`config.mk`:
```
export PLATFORM = sky130hd
export DESIGN_NAME = pack_receive
export DESIGN_NICKNAME = d
export VERILOG_FILES = /design/src/rtl/pack_receive.sv
export SDC_FILE = /design/constraint.sdc
export NUM_CORES = 1
export LEC_CHECK = 0
export ABC_AREA = 1
export BUFFER_PORTS_ARGS = -buffer_cell sky130_fd_sc_hd__buf_2
export CAP_MARGIN = 20
export CORE_MARGIN = 4
export CORE_UTILIZATION = 30
export CTS_CLUSTER_DIAMETER = 30
export CTS_CLUSTER_SIZE = 28
export DETAILED_ROUTE_END_ITERATION = 10
export GPL_TIMING_DRIVEN = 0
export PLACE_DENSITY = 0.51
export SETUP_SLACK_MARGIN = 0.02
export SLEW_MARGIN = 40
export SYNTH_ARGS = -nofsm -noshare
export SYNTH_HDL_FRONTEND = slang
export SYNTH_SLANG_ARGS = --single-unit
export TNS_END_PERCENT = 10
```
`constraint.sdc`:
```
create_clock -name clk -period 2.3 [get_ports clk]
set_input_delay 0 -clock clk [delete_from_list [all_inputs] [get_ports clk]]
set_output_delay 0 -clock clk [all_outputs]
set_load 0.01 [all_outputs]
```
`src/rtl/pack_receive.sv`:
```
// Byte-stream receiver: locks framing on the FF FF FF 7F sync sequence and
// reassembles 16-byte frames into 128-bit packets for a downstream consumer.
module pack_receive #(
    parameter int SYNC_TIMEOUT     = 64,
    parameter int OVF_STRETCH_BITS = 11
) (
    input  logic         clk,
    input  logic         rst,
    input  logic [7:0]   DataIn,
    input  logic         DataValid,
    output logic [127:0] PacketOut,
    output logic         PacketAvail,
    input  logic         PacketAvailAck,
    output logic         sync,
    output logic         DataOverf
);

    localparam int TW = (SYNC_TIMEOUT > 0) ? $clog2(SYNC_TIMEOUT + 1) : 1;
    localparam logic [TW-1:0] TO_LAST = TW'(SYNC_TIMEOUT - 1);
    localparam logic [OVF_STRETCH_BITS-1:0] STRETCH_FULL = {OVF_STRETCH_BITS{1'b1}};

    typedef enum logic [0:0] {
        UNSYNCED = 1'b0,
        SYNCED   = 1'b1
    } state_t;

    state_t                      state_r;
    logic [1:0]                  ffCnt_r;
    logic [3:0]                  byteIdx_r;
    logic [127:0]                assembly_r;
    logic [TW-1:0]               toCnt_r;
    logic [OVF_STRETCH_BITS-1:0] stretch_r;

    logic         syncHit_s;
    logic         storeByte_s;
    logic         complete_s;
    logic         timeoutHit_s;
    logic [127:0] newPacket_s;

    // Decode this cycle's byte: sync hit, slot write, packet completion, timeout.
    always_comb begin
        syncHit_s    = 1'b0;
        storeByte_s  = 1'b0;
        complete_s   = 1'b0;
        timeoutHit_s = 1'b0;
        newPacket_s  = {DataIn, assembly_r[119:0]};
        if (DataValid) begin
            syncHit_s   = (DataIn == 8'h7F) && (ffCnt_r == 2'd3);
            storeByte_s = (state_r == SYNCED) && !syncHit_s;
        end else begin
            syncHit_s   = 1'b0;
            storeByte_s = 1'b0;
        end
        complete_s = storeByte_s && (byteIdx_r == 4'd15);
        if (SYNC_TIMEOUT != 0) begin
            timeoutHit_s = complete_s && (toCnt_r == TO_LAST);
        end else begin
            timeoutHit_s = 1'b0;
        end
    end

    // Framing FSM, assembly buffer, holding register and overflow stretch.
    always_ff @(posedge clk or negedge rst) begin
        if (!rst) begin
            state_r     <= UNSYNCED;
            ffCnt_r     <= 2'd0;
            byteIdx_r   <= 4'd0;
            assembly_r  <= 128'd0;
            toCnt_r     <= {TW{1'b0}};
            stretch_r   <= {OVF_STRETCH_BITS{1'b0}};
            PacketOut   <= 128'd0;
            PacketAvail <= 1'b0;
            sync        <= 1'b0;
            DataOverf   <= 1'b0;
        end else begin
            DataOverf <= (stretch_r != {OVF_STRETCH_BITS{1'b0}});
            if (stretch_r != {OVF_STRETCH_BITS{1'b0}}) begin
                stretch_r <= stretch_r - OVF_STRETCH_BITS'(1);
            end

            // The FF counter runs in every state so a sync can be found anywhere.
            if (DataValid) begin
                if (DataIn == 8'hFF) begin
                    ffCnt_r <= (ffCnt_r == 2'd3) ? 2'd3 : ffCnt_r + 2'd1;
                end else begin
                    ffCnt_r <= 2'd0;
                end
            end

            if (PacketAvailAck && PacketAvail) begin
                PacketAvail <= 1'b0;
            end

            if (syncHit_s) begin
                state_r    <= SYNCED;
                sync       <= 1'b1;
                byteIdx_r  <= 4'd0;
                toCnt_r    <= {TW{1'b0}};
                assembly_r <= 128'd0;
            end else if (storeByte_s) begin
                assembly_r[{byteIdx_r, 3'b000} +: 8] <= DataIn;
                byteIdx_r <= byteIdx_r + 4'd1;
                if (complete_s) begin
                    // An ack on the completing edge frees the holding register.
                    if (!PacketAvail || PacketAvailAck) begin
                        PacketOut   <= newPacket_s;
                        PacketAvail <= 1'b1;
                    end else begin
                        stretch_r <= STRETCH_FULL;
                    end
                    if (timeoutHit_s) begin
                        state_r   <= UNSYNCED;
                        sync      <= 1'b0;
                        byteIdx_r <= 4'd0;
                        toCnt_r   <= {TW{1'b0}};
                    end else if (SYNC_TIMEOUT != 0) begin
                        toCnt_r <= toCnt_r + TW'(1);
                    end
                end
            end
        end
    end

endmodule

```
==> flow_summary.yaml, run 1 <==
run_status:
  status: "complete, no violations"
floorplan:
  fp.dieW_um: 208.4
  pin_count: 143
  rows: 73
  die_h_um: 208.4
  fp.dieArea_um2: 43450
  initial_utilization_pct: 30.34
  core_area_um2: 39730
global_routing:
  grt_pass1_vias: 10304
  overflow: 0
  grt_pass1_wl_mm: 59.91
  grt_usage_pct: 17.21
  antenna_found_initial: 0
  grt_max_degree: 74
synth:
  synth_common_cells: "nand2_1 (500), dfrtp_1 (275), o21ai_0 (177)"
  synth_enable_flop_cells: 0
  yosys-top-cells-area: "dfrtp_1 (57%), nand2_1 (16%), o21ai_0 (7.3%)"
  synth.cell_area_um2: 12050
  yosys.cell_count.top_type: "nand2_1"
  ys_seq_area_share_pct: 57.10
  ys.flop_type: "dfrtp_1"
  syn_avg_cell_area_um2: 8.560
  synth_seq_cells: 275
  synthCells: 1408
  synth.distinct_cells: 29
  synth_fp_nets: 1427
  synth.largest_area_cell: "dfrtp_1"
  synthArstFlopShare_pct: 100.0
  ys_warn_count: 0
  synth.top_cell.area_share_pct: 57.10
sta:
  finalHoldViolations: 0
  finalCritPeriodShare_pct: 92.20
  fin_hold_ws_ps: 34.25
  drv_slew: 0
  slew_headroom_pct: 60.39
  clock_skew_ps: 16.10
  setup_violations: 0
  max_freq_mhz: 471.6
  rsz0062_at_grt: "yes"
  tns_ps: 0
  fin_crit_ps: 2121
  tightest_slew_ps: 592.4
clock_network:
  cts_sinks: 275
  clock_latency_ps: 570
  cts_max_level: 2
  clkTransAtPathRegs_ps: 50
  cts_buffers: 57
  postCtsSetupBuffers: 0
  cts_buffer_depth: 3
  cts_tree: "yes"
  cts-root-buf: "clkbuf_16"
worst_setup_path:
  worstPathArrival_ps: 2620
  ff2ff_path_depth: 6
  r2r-start: "PacketAvail"
  start_kind: "flop"
  path_class: "reg -> reg"
  cp.required_ps: 2800
  end_kind: "flop"
  r2r_end: "PacketOut[31]"
  crit_fanout: 10
  worst-r2r-setup-slack_ps: 180
finish:
  antenna_cells: 0
  multi_input_area_um2: 4425
  n_fill_cell: 4055
  regArea_um2: 6882
  fin_util_pct: 39.52
  final_nets: 1642
  syn2layout_area_growth_pct: 30.27
  drive_gt1_share_pct: 20.04
min_path:
  hp-class: "in -> async"
drt:
  ant_nets: 0
  drt_wl_total_mm: 37.62
  wl_per_cell_um: 17.12
  drtPass1Iterations: 5
  drtIter0Drc: 644
  drc: 0
  vias_per_cell: 4.609
  vias: 10127
place:
  dp_hpwl_mm: 27.39
  gp_congestion: 0.9083
  io_buffers: 141
job:
  drv_cap: 0
power:
  vdd_drop_max_mv: 0.5479
  pwr_density_cell_nw_per_um2: 884.2
  p_leak_nw: 8.642
  power.total_w: 0.01388
report_power, final:
group	total [W]	internal (W)	switching, W
registers	0.00488	0.00486	0.0000111
clock network	0.00860	0.00587	0.00273
logic	0.000411	0.000104	0.000306
kinds of logic after synthesis:
family | after synthesis | share of synthesized area, %
adder cells (fa/ha/maj) | 7 | 0.7266
flip-flops | 275 | 57.10
AND/OR/NAND/NOR | 788 | 27.85
AO/OA/AOI/OAI | 181 | 7.568
XOR/XNOR | 7 | 0.5087
buffers and inverters | 150 | 6.249
final cells by class:
type | count | area share [%]
inverters | 75 | 1.793
clock buffers | 70 | 9.778
multi-input cells | 983 | 28.19
clock inverters | 38 | 3.203
flip-flops and latches | 275 | 43.83
plain buffers | 75 | 3.004
well taps | 525 | 4.184
repair buffers | 156 | 6.024
per-layer routing:
layer	GRT usage, %	vias up	part of all wire, %
li1	-	5016	-
met1	23.69	4866	47
met2	27.53	200	46
met3	3.845	45	4.7
met4	4.666	0	2.0
met5	0	-	0
worst max-delay path, stage by stage (launching register included):
cell      delay, ps
dfrtp_1         340
inv_1            50
nor2_2          380
buf_2           510
clkbuf_1        480
o21ai_0         190
nand2_1          80
layout by cell type (no fill, tap or decap), types with 12 or more instances in the layout:
| cell | count |
|---|---|
| buf_2 | 160 |
| nand3_1 | 164 |
| o21ai_0 | 177 |
| inv_1 | 62 |
| inv_2 | 13 |
| dfrtp_1 | 275 |
| clkinv_2 | 12 |
| nand2_1 | 500 |
| nand4_1 | 19 |
| buf_6 | 20 |
| clkbuf_16 | 57 |
| nor2_1 | 67 |
| clkbuf_1 | 35 |
per-stage QoR:
step	std cells	setup slack [ps]	area (um2)
6_report	2197	179.4	15700
5_1_grt	2197	17.91	15700
4_1_cts	2197	105.9	15700
3_5_place_dp	2078	-96.81	13540
3_3_place_gp	2074	-4032	13420
2_1_floorplan	1408	571.0	12050
flip-flops by register name (all words and copies together) (netlist names):
name,count
PacketOut,128
assembly_r,120
stretch_r,11
toCnt_r,7
byteIdx_r,4
ffCnt_r,2
DataOverf,1
PacketAvail,1
state_r,1
how the worst max path moves through the flow:
stage / from / to / slack [ps] / depth (start not counted)
global placement: rst / PacketOut[92] / -4030 / 1
CTS: PacketAvail / PacketOut[34] / 110 / 6
detailed placement: PacketAvail / PacketOut[34] / -100 / 6
finish: PacketAvail / PacketOut[31] / 180 / 6
global route: byteIdx_r[0] / assembly_r[47] / 20 / 11
floorplan: byteIdx_r[0] / assembly_r[47] / 570 / 11
what timing repair did:
item,4_1_cts,5_1_grt
endpoints found under the setup margin,23,1
hold buffers,11,0
hold endpoints to repair,266,0
pin swaps,0,0
resized for setup,1,1
Power figures use the tool's default switching activity.
==> run 2: changes to the inputs <==
SETUP_SLACK_MARGIN = 0.4   (was 0.02)
clock period = 2.5 ns   (was 2.3 ns; I/O delays follow)
==> run 2 against run 1 <==
  * Clock-buffer cell count did not move
  * Utilization increased by 0.28 points
  * Sequential cell count unchanged
  * Critical path depth is 3 higher
  * Design area is 0.70% higher
  * Die area did not move
  * Sequential power is 8.0% lower
==> flow_summary.yaml, run 2 (synthesis results as in run 1) <==
run_status:
  status: "complete, no violations"
floorplan:
  fp.dieW_um: 208.4
  fp.dieArea_um2: 43450
  core_area_um2: 39730
  rows: 73
  die_h_um: 208.4
  initial_utilization_pct: 30.34
  pin_count: 143
worst_setup_path:
  crit_chain: "ha_1 > nand2_1 > nor2_1 > nand3_2 > buf_6 > buf_6 > clkinvlp_4 > nand2_2 > o211ai_1"
  path_class: "reg -> reg"
  worst-path-buf-inv: 3
  cpMostUsedCell: "buf_6"
  end_kind: "flop"
  critPathTopFamily: "buffers and inverters"
  crit_fanout: 10
  worstPathArrival_ps: 2440
  cp.required_ps: 2930
  cpMaxStageDelayCell: "dfrtp_2"
  start_kind: "flop"
  cp_slowest_stage_delay_ps: 440
global_routing:
  overflow: 0
  grt_usage_pct: 17.21
  grt_max_degree: 74
  antenna_found_initial: 0
  grt_pass1_vias: 10301
  grt_pass1_wl_mm: 59.93
finish:
  final_cell_mix: "nand2_1 (497), dfrtp_1 (274), o21ai_0 (177)"
  final_common_cell: "nand2_1"
  final_cells: 2197
  drive_gt1_share_pct: 20.93
  largest_register: "PacketOut"
  final_nets: 1642
  final_area_um2: 15810
  antenna_cells: 0
  syn2layout_area_growth_pct: 31.18
  largest_registers: "PacketOut x128, assembly_r x120, stretch_r x11"
  n_fill_cell: 4040
  largest_reg_flops: 128
power:
  p_leak_nw: 8.663
  vdd_drop_max_mv: 0.5006
  pwr_density_cell_nw_per_um2: 809.9
  power.total_w: 0.01281
clock_network:
  cts_max_level: 2
  clkTransAtPathRegs_ps: 50
  cts_tree: "yes"
  cts_buffers: 57
  clock_latency_ps: 570
  cts_buffer_depth: 3
  postCtsSetupBuffers: 0
  cts_sinks: 275
  cts-root-buf: "clkbuf_16"
sta:
  clock_skew_ps: 16.73
  tightest_slew_ps: 580.7
  drv_slew: 0
  max_freq_mhz: 498.6
  finalHoldViolations: 0
  rsz0062_at_grt: "yes"
  worst_slack_ps: 494.5
  slew_headroom_pct: 61.17
  fin_hold_ws_ps: 35.08
  setup_violations: 0
  finalCritPeriodShare_pct: 80.22
  fin_crit_ps: 2005
drt:
  drc: 0
  drt_wl_total_mm: 37.54
  drtPass1Iterations: 5
  vias: 10142
  ant_nets: 0
  vias_per_cell: 4.616
  drtIter0Drc: 577
  wl_per_cell_um: 17.09
place:
  place_ws_ps: 103.2
  dp_hpwl_mm: 27.39
  numPlacedInstances: 2078
  gp_congestion: 0.9083
  place_area_um2: 13540
  io_buffers: 141
min_path:
  hp-class: "in -> async"
job:
  drv_cap: 0
## run 2: cell count changes in the layout (fill, tap and decap cells not counted), sizes merged
cell | before | now
buf | 193 | 194
clkbuf | 98 | 97
clkinvlp | 7 | 8
inv | 79 | 78
## run 2: area by class of cell
type / instances / area (um2) / area share [%]
clock inverter: 38 / 503.0 / 3.181
inverter: 75 / 287.8 / 1.820
clock buffer: 70 / 1535 / 9.710
sequential: 275 / 6883 / 43.53
tap: 525 / 656.9 / 4.154
timing repair buffer: 156 / 945.9 / 5.982
multi-input combinational: 983 / 4523 / 28.61
buffer: 75 / 476.7 / 3.015
## run 2: timing repair
item	in CTS	in global routing
hold buffers	11	0
endpoints found under the setup margin	141	121
gates resized for setup	2	31
endpoints found under the hold margin	266	0
pin swaps	0	1
## run 2: final timing paths
path                            endpoint  slack [ps]           start  cells after the start
min in group clk           PacketOut[63]         100  PacketAvailAck                      5
setup / recovery            stretch_r[1]         490    byteIdx_r[0]                      9
hold reg to reg            PacketOut[48]         460  assembly_r[48]                      2
setup reg to reg            stretch_r[1]         490    byteIdx_r[0]                      9
max in group asynchronous   PacketOut[9]        1790             rst                      4
hold / removal                 DataOverf          40             rst                      3
## run 2: worst register-to-register path, cell delays in order, from the launching register on
cell,delay [ps]
dfrtp_2,440
ha_1,220
nand2_1,90
nor2_1,70
nand3_2,120
buf_6,200
buf_6,200
clkinvlp_4,200
nand2_2,200
o211ai_1,120
## run 2: routing by layer
| metal | share of wire [%] | global-route usage, % | vias up |
|---|---|---|---|
| li1 | - | - | 5025 |
| met1 | 47 | 23.69 | 4875 |
| met2 | 46 | 27.54 | 204 |
| met3 | 5.2 | 3.845 | 38 |
| met4 | 1.8 | 4.666 | 0 |
| met5 | 0 | 0 | - |
## run 2: through the flow
stage	utilization, %	setup TNS [ps]
after floorplan	-	0
after global placement	33.76	-1046010
after detailed placement	34.07	0
after CTS	39.51	0
after global routing	39.80	0
final	39.80	0
## run 2: power breakdown
| part | total [W] | internal (W) | switching [W] |
|---|---|---|---|
| clock network | 0.00792 | 0.00540 | 0.00252 |
| registers | 0.00449 | 0.00448 | 0.0000110 |
| logic | 0.000402 | 0.000102 | 0.000301 |
